File: config.mk
export PLATFORM = sky130hd
export DESIGN_NAME = sne_sram_arbiter
export DESIGN_NICKNAME = d
export VERILOG_FILES = /design/src/rtl/sne_sram_arb_pkg.sv /design/src/rtl/sne_rr_arbiter.sv /design/src/rtl/sne_sram_arbiter.sv
export SDC_FILE = /design/constraint.sdc
export NUM_CORES = 1
export LEC_CHECK = 0
export ABC_AREA = 0
export ABC_CLOCK_PERIOD_IN_PS = 1600
export BUFFER_PORTS_ARGS = -buffer_cell sky130_fd_sc_hd__buf_2
export CAP_MARGIN = 15
export CORE_MARGIN = 2
export CORE_UTILIZATION = 39
export DETAILED_ROUTE_END_ITERATION = 7
export GPL_ROUTABILITY_DRIVEN = 0
export PLACE_DENSITY = 0.87
export REMOVE_ABC_BUFFERS = 1
export SYNTH_ARGS = -nofsm -noshare
export SYNTH_HDL_FRONTEND = slang
export SYNTH_SLANG_ARGS = --single-unit
File: constraint.sdc
create_clock -name clk_i -period 1.6 [get_ports clk_i]
set_input_delay 0.24 -clock clk_i [delete_from_list [all_inputs] [get_ports clk_i]]
set_output_delay 0.24 -clock clk_i [all_outputs]
set_load 0.1 [all_outputs]
File: src/rtl/sne_sram_arb_pkg.sv
// Shared types and default parameters for the SRAM arbiter.
package sne_sram_arb_pkg;

  typedef enum logic [1:0] {
    ACTIVE = 2'd0,
    SLEEP  = 2'd1,
    WAKE   = 2'd2
  } sram_arb_state_e;

  localparam int unsigned DEF_NUM_REQ     = 2;
  localparam int unsigned DEF_DATA_WIDTH  = 8;
  localparam int unsigned DEF_NUM_WORDS   = 32;
  localparam int unsigned DEF_IDLE_CYCLES = 16;
  localparam int unsigned DEF_WAKE_CYCLES = 4;

endpackage

File: src/rtl/sne_rr_arbiter.sv
// Combinational round-robin pick: first asserted request at or above the
// pointer, wrapping from N-1 back to 0.
//   i_req  : request vector
//   i_ptr  : highest-priority index for this cycle
//   o_gnt  : one-hot grant (all zero when no request)
//   o_idx  : index of the granted requester (0 when no request)
module sne_rr_arbiter #(
  parameter  int unsigned N  = 2,
  localparam int unsigned PW = (N > 1) ? $clog2(N) : 1
) (
  input  logic [N-1:0]  i_req,
  input  logic [PW-1:0] i_ptr,
  output logic [N-1:0]  o_gnt,
  output logic [PW-1:0] o_idx
);

  logic              w_found;
  logic [PW-1:0]     w_k;
  int unsigned       w_j;

  // Scan N positions starting at the pointer; the first hit wins.
  always_comb begin
    o_gnt   = '0;
    o_idx   = '0;
    w_found = 1'b0;
    w_j     = 0;
    w_k     = '0;
    for (int unsigned i = 0; i < N; i++) begin
      w_j = (int'(i_ptr) + i) % N;
      w_k = PW'(w_j);
      if (!w_found && i_req[w_k]) begin
        w_found    = 1'b1;
        o_gnt[w_k] = 1'b1;
        o_idx      = w_k;
      end
    end
  end

endmodule

File: src/rtl/sne_sram_arbiter.sv
// Round-robin sharing of one single-port SRAM between NUM_REQ requesters,
// with registered read-valid return and automatic sleep/wake sequencing.
//   clk_i, rst_i            : clock, async active-high reset
//   sleep_en_i              : allow automatic sleep entry
//   req/we/addr/wdata/be_i  : per-requester access payload
//   gnt_o                   : one-hot grant (combinational)
//   rvalid_o, rdata_o       : read return (rvalid registered, rdata pass-through)
//   sleeping_o              : high in SLEEP and WAKE
//   mem_*                   : SRAM-side access and power controls
module sne_sram_arbiter
  import sne_sram_arb_pkg::*;
#(
  parameter  int unsigned NUM_REQ     = DEF_NUM_REQ,
  parameter  int unsigned DATA_WIDTH  = DEF_DATA_WIDTH,
  parameter  int unsigned NUM_WORDS   = DEF_NUM_WORDS,
  parameter  int unsigned IDLE_CYCLES = DEF_IDLE_CYCLES,
  parameter  int unsigned WAKE_CYCLES = DEF_WAKE_CYCLES,
  localparam int unsigned ADDR_WIDTH  = $clog2(NUM_WORDS)
) (
  input  logic                                 clk_i,
  input  logic                                 rst_i,
  input  logic                                 sleep_en_i,
  input  logic [NUM_REQ-1:0]                   req_i,
  input  logic [NUM_REQ-1:0]                   we_i,
  input  logic [NUM_REQ-1:0][ADDR_WIDTH-1:0]   addr_i,
  input  logic [NUM_REQ-1:0][DATA_WIDTH-1:0]   wdata_i,
  input  logic [NUM_REQ-1:0][DATA_WIDTH-1:0]   be_i,
  output logic [NUM_REQ-1:0]                   gnt_o,
  output logic [NUM_REQ-1:0]                   rvalid_o,
  output logic [DATA_WIDTH-1:0]                rdata_o,
  output logic                                 sleeping_o,
  output logic                                 mem_req_o,
  output logic                                 mem_we_o,
  output logic [ADDR_WIDTH-1:0]                mem_addr_o,
  output logic [DATA_WIDTH-1:0]                mem_wdata_o,
  output logic [DATA_WIDTH-1:0]                mem_be_o,
  input  logic [DATA_WIDTH-1:0]                mem_rdata_i,
  output logic                                 mem_power_sleep_o,
  output logic                                 mem_power_gate_o
);

  localparam int unsigned PTR_W  = (NUM_REQ > 1) ? $clog2(NUM_REQ) : 1;
  localparam int unsigned IDLE_W = $clog2(IDLE_CYCLES + 1);
  localparam int unsigned WAKE_W = $clog2(WAKE_CYCLES + 1);

  sram_arb_state_e     r_state, w_state_nxt;
  logic [PTR_W-1:0]    r_ptr, w_ptr_nxt, w_idx;
  logic [IDLE_W-1:0]   r_idle, w_idle_nxt;
  logic [WAKE_W-1:0]   r_wake, w_wake_nxt, w_wake_inc;
  logic [NUM_REQ-1:0]  r_rvalid, w_req_act, w_gnt;
  logic                r_sleep, r_sleeping, w_any;

  // Grants only while ACTIVE; requests in SLEEP/WAKE wait at the requester.
  assign w_req_act = (r_state == ACTIVE) ? req_i : '0;

  sne_rr_arbiter #(.N(NUM_REQ)) u_rr (
    .i_req (w_req_act),
    .i_ptr (r_ptr),
    .o_gnt (w_gnt),
    .o_idx (w_idx)
  );

  assign w_any     = |w_gnt;
  assign w_ptr_nxt = (w_idx == PTR_W'(NUM_REQ - 1)) ? '0 : w_idx + PTR_W'(1);

  assign gnt_o             = w_gnt;
  assign mem_req_o         = w_any;
  assign mem_we_o          = w_any & we_i[w_idx];
  assign mem_addr_o        = addr_i[w_idx];
  assign mem_wdata_o       = wdata_i[w_idx];
  assign mem_be_o          = be_i[w_idx];
  assign rdata_o           = mem_rdata_i;
  assign rvalid_o          = r_rvalid;
  assign sleeping_o        = r_sleeping;
  assign mem_power_sleep_o = r_sleep;
  assign mem_power_gate_o  = 1'b0;

  // Idle count: cleared by any request or pending read return, saturating.
  always_comb begin
    w_idle_nxt = r_idle;
    if ((r_state != ACTIVE) || (|req_i) || (|r_rvalid)) begin
      w_idle_nxt = '0;
    end else if (r_idle != IDLE_W'(IDLE_CYCLES)) begin
      w_idle_nxt = r_idle + IDLE_W'(1);
    end
  end

  assign w_wake_inc = r_wake + WAKE_W'(1);

  // Next state; sleep entry compares the updated idle count so a request
  // arriving at the threshold cycle blocks it.
  always_comb begin
    w_state_nxt = r_state;
    w_wake_nxt  = '0;
    case (r_state)
      ACTIVE: begin
        if (sleep_en_i && (w_idle_nxt == IDLE_W'(IDLE_CYCLES))) begin
          w_state_nxt = SLEEP;
        end
      end
      SLEEP: begin
        if ((|req_i) || !sleep_en_i) begin
          w_state_nxt = WAKE;
        end
      end
      WAKE: begin
        if (w_wake_inc == WAKE_W'(WAKE_CYCLES)) begin
          w_state_nxt = ACTIVE;
        end else begin
          w_wake_nxt = w_wake_inc;
        end
      end
      default: w_state_nxt = ACTIVE;
    endcase
  end

  // State register.
  always_ff @(posedge clk_i or posedge rst_i) begin
    if (rst_i) begin
      r_state <= ACTIVE;
    end else begin
      r_state <= w_state_nxt;
    end
  end

  // Pointer, counters, read-valid and power outputs.
  always_ff @(posedge clk_i or posedge rst_i) begin
    if (rst_i) begin
      r_ptr      <= '0;
      r_idle     <= '0;
      r_wake     <= '0;
      r_rvalid   <= '0;
      r_sleep    <= 1'b0;
      r_sleeping <= 1'b0;
    end else begin
      r_idle     <= w_idle_nxt;
      r_wake     <= w_wake_nxt;
      r_rvalid   <= (w_any && !we_i[w_idx]) ? w_gnt : '0;
      r_sleep    <= (w_state_nxt == SLEEP);
      r_sleeping <= (w_state_nxt != ACTIVE);
      if (w_any) begin
        r_ptr <= w_ptr_nxt;
      end
    end
  end

endmodule

==> results.json, run 1 <==
{
  "reg2reg_slack_ns": -0.12,
  "initial_core_util_pct": 42.1,
  "vdd_ir_drop_max_v": 0.00118,
  "comb_power_share_pct": 78.8,
  "antenna_found_initial": 0,
  "slew_viol_final": 0,
  "violations": "negative hold slack, negative setup slack",
  "grt_use_met3_pct": 8.30,
  "worst_slack_ns": -0.326,
  "synthCells": 108,
  "fp.dieH_um": 59.0,
  "whs_ns": -0.0186,
  "start_kind": "register",
  "cp.required_ns": 1.36,
  "dieArea_um2": 3480,
  "ys_seq_area_share_pct": 31.8,
  "grt_max_degree": 16,
  "remaining_drc_errors": 0,
  "hold_viol_final": 15,
  "pwr_density_cell_nw_per_um2": 1650,
  "dp_slack_ns": -0.0295,
  "first_global_vias": 1351,
  "critPathMaxFanout": 7,
  "fp.dieW_um": 59.0,
  "syn_area_um2": 1180,
  "rsz0062_at_grt": "true",
  "layout.cells.most_common": "buf_2",
  "place_area_um2": 1970,
  "viasPerCell": 5.26,
  "intPower_mw": 1.65,
  "fin_worst_skew_ns": 0.00301,
  "mostFrequentLayoutCells": "buf_2 (52), buf_12 (26), dfrtp_1 (13), mux2_2 (12), mux2_4 (10)",
  "clk-insertion-delay-late_ns": 0.29,
  "power_switching_mw": 1.89,
  "post-route-period-util_pct": 120,
  "setup_viol": 28,
  "power_mw": 3.54,
  "status": "finished, violations left",
  "seqPwrFrac_pct": 14.9,
  "clockBufferDepth": 2,
  "synth_area_leader_cell": "dfrtp_1",
  "syn_to_final_growth_pct": 82.0,
  "slew-limit-headroom_pct": 63.6,
  "clkPwrFrac_pct": 6.2,
  "clock_sinks": 15,
  "leakage_nw": 1.08,
  "cts.htree.levels": 1,
  "clk_pin_slew_ns": 0.09,
  "firstDrtPassIters": 4,
  "met2_usage_pct": 45.1,
  "drt_iter0_drc": 36,
  "cts_root_buf": "clkbuf_4",
  "placed_cells": 215,
  "via_count": 1178,
  "post-dp-hpwl_um": 2890,
  "max_cap_violations": 0,
  "design_area_um2": 2150,
  "layout-drive-gt1-share_pct": 71.0,
  "diodes": 0,
  "grtUsageMet1_pct": 23.0,
  "grt_pass1_wl_um": 6090,
  "io_buffers": 77,
  "worst-slew-pin-transition_ns": 0.545,
  "async_flop_share_pct": 100,
  "overflow": 0,
  "wl_per_cell_um": 17.0,
  "final_cells": 224,
  "ys_types": 34,
  "io_pins": 95,
  "synth_area_leaders": "dfrtp_1 (32%), mux2_4 (13%), mux2_1 (10%), buf_4 (5.7%), ha_1 (4.2%)",
  "rows": 19,
  "synth_top_area_share_pct": 31.8,
  "numCtsBuffers": 3,
  "fmax_ghz": 0.519,
  "ys_warn_count": 0,
  "grt-busiest-layer": "met2",
  "drt.antenna.violating_nets": 0,
  "post-route-min-period_ns": 1.93,
  "switching_share_pct": 53.3,
  "yosys_register_bits": 15,
  "fillers": 169,
  "crit_arrival_ns": 1.69,
  "cts_tree": "built",
  "synth_flop_cell": "dfrtp_1",
  "grt_use_total_pct": 23.7,
  "syn_avg_cell_area_um2": 10.9,
  "finalNetCount": 255,
  "synth_edf_count": 0,
  "criticalPathCategory": "register to primary output",
  "crit_path_end_kind": "primary output",
  "hold_class": "primary input to async pin",
  "routed_wl_um": 3810,
  "core_area_um2": 2810
}
cell type report:
type	count	area, um^2	share of cell area (%)
Sequential cell	15	378	17.6
Multi-Input combinational cell	75	748	34.8
Tap cell	31	38.8	1.80
Timing Repair Buffer	93	932	43.4
Clock inverter	1	5.00	0.233
Clock buffer	3	22.5	1.05
Inverter	6	25.0	1.16
layer usage:
metal  vias to the layer above  routed length [um]
met5                         -                   0
met4                         0                 102
met3                        13                 397
met2                        88                2080
met1                       541                1230
li1                        536                   -
registers in the layout (all words and copies together) (netlist names):
signal / flops
r_idle: 5
r_wake: 3
r_state: 2
rvalid_o: 2
mem_power_sleep_o: 1
r_ptr: 1
sleeping_o: 1
path summary, 6_finish.rpt:
check / start / endpoint / cells after the start
min: rst_i / r_ptr / 2
max: r_state[0] / mem_addr_o[3] / 5
min in group clk_i: we_i[0] / rvalid_o[0] / 2
min reg2reg: r_wake[0] / r_wake[0] / 1
max reg2reg: r_state[0] / sleeping_o / 8
max in group asynchronous: rst_i / r_state[0] / 2
synth_stat cells, types with 2 or more instances:
cell / instances
inv_1: 4
mux2_1: 11
mux2_4: 10
dfrtp_1: 15
nor3_1: 2
buf_4: 9
ha_1: 4
buf_6: 3
nand3_4: 2
xor2_1: 4
and3_1: 2
nand2_1: 5
inv_2: 2
o32ai_1: 2
nor2b_1: 2
nand3_1: 7
nor2_1: 7
worst max-delay path, cell delays in order (launching register included):
cell	delay, ns
dfrtp_2	0.45
nor2_8	0.13
nand3_4	0.14
buf_12	0.18
mux2_4	0.32
buf_12	0.17
metrics by stage:
stage	util [%]	hold WS [ns]	setup TNS, ns
6_report	76.6	-0.0186	-7.39
5_1_grt	76.6	0.0442	-8.93
4_1_cts	75.9	0.00508	-7.33
3_5_place_dp	70.4	0.321	-0.182
3_3_place_gp	70.4	0.312	-0.0154
2_1_floorplan	-	0.141	-9.17
timing repair:
action                                  in CTS  in global routing
gates cloned                                 1                  0
gates resized for setup                     28                  3
endpoints found under the setup margin      26                 28
hold buffers                                 0                  0
pin swaps                                    3                  3
buffers inserted                             3                  2
power by group through the flow:
stage	Combinational [mW]	Clock, mW	Sequential [mW]
2_1_floorplan	1.47	0	0.691
3_3_place_gp	2.52	0	0.523
3_5_place_dp	2.55	0	0.530
4_1_cts	2.75	0.224	0.528
5_1_grt	2.89	0.241	0.537
6_report	2.79	0.221	0.529
cell families after synthesis:
| logic type | Yosys count | share of synthesized area, % |
|---|---|---|
| simple gates | 34 | 18.9 |
| mux | 23 | 25.0 |
| buf+inv | 18 | 10.5 |
| flops | 15 | 31.8 |
| compound gates | 8 | 5.61 |
| xor+xnor | 5 | 3.71 |
| fa+ha+maj | 4 | 4.24 |
| other cells | 1 | 0.317 |
Power figures use the tool's default switching activity.
==> run 2: changes to the inputs <==
PLACE_DENSITY = unset   (was 0.87)
PLACE_DENSITY_LB_ADDON = 0.1   (was unset)
RECOVER_POWER = 50   (was unset)
SKIP_LAST_GASP = 1   (was unset)
==> run 2 against run 1 <==
Compared with the run above: the flow finishes with violations (negative setup slack); first-iteration DRC count decreased by 50%; cell count shrank 0.89%; non-clock buffer count fell by 2; sequential share of layout area rose by 0.34 points; maximum frequency increased by 2.5%; wire length fell by 11%; final area shrank 1.9%; combinational power decreased by 2%; die area unchanged; hold slack gained 0.019 ns; critical path depth stayed put; sequential power about the same; critical path type unchanged; largest cell class unchanged; highest routed layer unchanged.
==> results.json, run 2 (synthesized netlist as in run 1, its figures left out) <==
{
  "status": "finished, violations left",
  "violations": "negative setup slack",
  "layout-drive-gt1-share_pct": 71.2,
  "remaining_drc_errors": 0,
  "fp.dieH_um": 59.0,
  "largest_reg_flops": 5,
  "worstPathCellList": "nor2_8 -> nand3_4 -> buf_8 -> mux2_4 -> buf_12",
  "initial_core_util_pct": 42.1,
  "crit_arrival_ns": 1.64,
  "core_area_um2": 2810,
  "leakage_nw": 1.06,
  "viasPerCell": 5.03,
  "worst-slew-pin-transition_ns": 0.567,
  "clockBufferDepth": 2,
  "whs_ns": 0.000566,
  "antenna_found_initial": 0,
  "start_kind": "register",
  "grt_max_degree": 16,
  "slew_viol_final": 0,
  "cp_slowest_cell": "dfrtp_2",
  "vdd_ir_drop_max_v": 0.00108,
  "reg.largest.list": "r_idle (5), r_wake (3)",
  "firstDrtPassIters": 4,
  "comb_power_share_pct": 78.8,
  "grt_use_total_pct": 19.8,
  "drt_iter0_drc": 18,
  "timing.setup.tns_ns": -5.82,
  "post-dp-hpwl_um": 2820,
  "hold_viol_final": 0,
  "worst_path_largest_cell_delay_ns": 0.45,
  "routed_wl_um": 3400,
  "dieArea_um2": 3480,
  "post-route-min-period_ns": 1.88,
  "pwr_density_cell_nw_per_um2": 1650,
  "switching_share_pct": 53.2,
  "cts_root_buf": "clkbuf_4",
  "max_cap_violations": 0,
  "seqPwrFrac_pct": 15.2,
  "intPower_mw": 1.62,
  "hold_class": "primary input to async pin",
  "rows": 19,
  "first_global_vias": 1242,
  "clk_pin_slew_ns": 0.09,
  "drt.antenna.violating_nets": 0,
  "clk-insertion-delay-late_ns": 0.28,
  "layout.cells.most_common": "buf_2",
  "rsz0062_at_grt": "true",
  "via_count": 1117,
  "cts.htree.levels": 1,
  "numCtsBuffers": 3,
  "regMostFlops": "r_idle",
  "fin_worst_skew_ns": 0.00179,
  "wl_per_cell_um": 15.3,
  "final_core_util_pct": 75.2,
  "power_switching_mw": 1.85,
  "slew-limit-headroom_pct": 62.2,
  "post-route-period-util_pct": 117,
  "io_buffers": 77,
  "setup_viol": 25,
  "cts_tree": "built",
  "mostFrequentLayoutCells": "buf_2 (52), buf_12 (26), dfrtp_1 (13), mux2_2 (12)",
  "fmax_ghz": 0.532,
  "crit_path_end_kind": "primary output",
  "diodes": 0,
  "fp.dieW_um": 59.0,
  "overflow": 0,
  "worst_slack_ns": -0.278,
  "cp.required_ns": 1.36,
  "grt_pass1_wl_um": 5330,
  "io_pins": 95,
  "criticalPathCategory": "register to primary output",
  "clock_sinks": 15,
  "finalNetCount": 253,
  "syn_to_final_growth_pct": 78.5,
  "critPathMaxFanout": 8,
  "clkPwrFrac_pct": 6.1
}
## run 2: metal layers
| layer | wire length, um | global-route usage, % | vias to the layer above |
|---|---|---|---|
| met5 | 0 | 0 | - |
| met3 | 216 | 8.08 | 8 |
| li1 | - | - | 533 |
| met1 | 1170 | 21.4 | 521 |
| met2 | 1940 | 36.0 | 55 |
| met4 | 65 | 4.22 | 0 |
## run 2: critical path, delay by kind of cell, from the launching register on
| kind | cells | cell delay [ns] |
|---|---|---|
| flip-flops | 1 | 0.45 |
| buffers and inverters | 2 | 0.34 |
| multiplexers | 1 | 0.32 |
| AND/OR/NAND/NOR | 2 | 0.25 |
## run 2: layout make-up
| cell class | instances | area [um^2] |
|---|---|---|
| tap | 31 | 38.8 |
| fill | 191 | 697 |
| clock buffer | 3 | 22.5 |
| sequential | 15 | 378 |
| timing repair buffer | 91 | 893 |
| multi-input combinational | 75 | 748 |
| clock inverter | 1 | 5.00 |
| inverter | 6 | 22.5 |
## run 2: worst paths after layout
kind	cells after the start	slack, ns	endpoint	startpoint
max	5	-0.28	mem_wdata_o[1]	r_state[1]
min	2	0.0006	r_idle[0]	rst_i
max reg2reg	7	-0.02	sleeping_o	r_state[1]
min reg2reg	1	0.47	r_wake[0]	r_wake[0]
max in group asynchronous	2	1.20	r_state[0]	rst_i
min in group clk_i	2	0.12	rvalid_o[1]	we_i[1]
## run 2: what timing repair did
action                                 4_1_cts  5_1_grt
setup buffers                                3        2
setup endpoints to repair                   25       28
pin swaps                                    2        3
endpoints found under the hold margin        0        0
gates resized for setup                     21        7
hold buffers                                 0        0
## run 2: power by group through the flow
stage / clock network, mW / logic [mW] / registers, mW
after detailed placement: 0 / 2.54 / 0.530
after global placement: 0 / 2.52 / 0.524
after global routing: 0.238 / 2.83 / 0.535
after CTS: 0.218 / 2.69 / 0.527
after floorplan: 0 / 1.47 / 0.691
final: 0.211 / 2.73 / 0.526
## run 2: metrics by stage
stage / instances / total power [mW] / instance area, um^2 / setup WS (ns)
6_report: 222 / 3.47 / 2110 / -0.278
5_1_grt: 222 / 3.60 / 2110 / -0.344
4_1_cts: 220 / 3.43 / 2060 / -0.295
3_5_place_dp: 213 / 3.07 / 1960 / -0.0546
3_3_place_gp: 213 / 3.04 / 1960 / -0.0169
2_1_floorplan: 96 / 2.17 / 1080 / -1.24
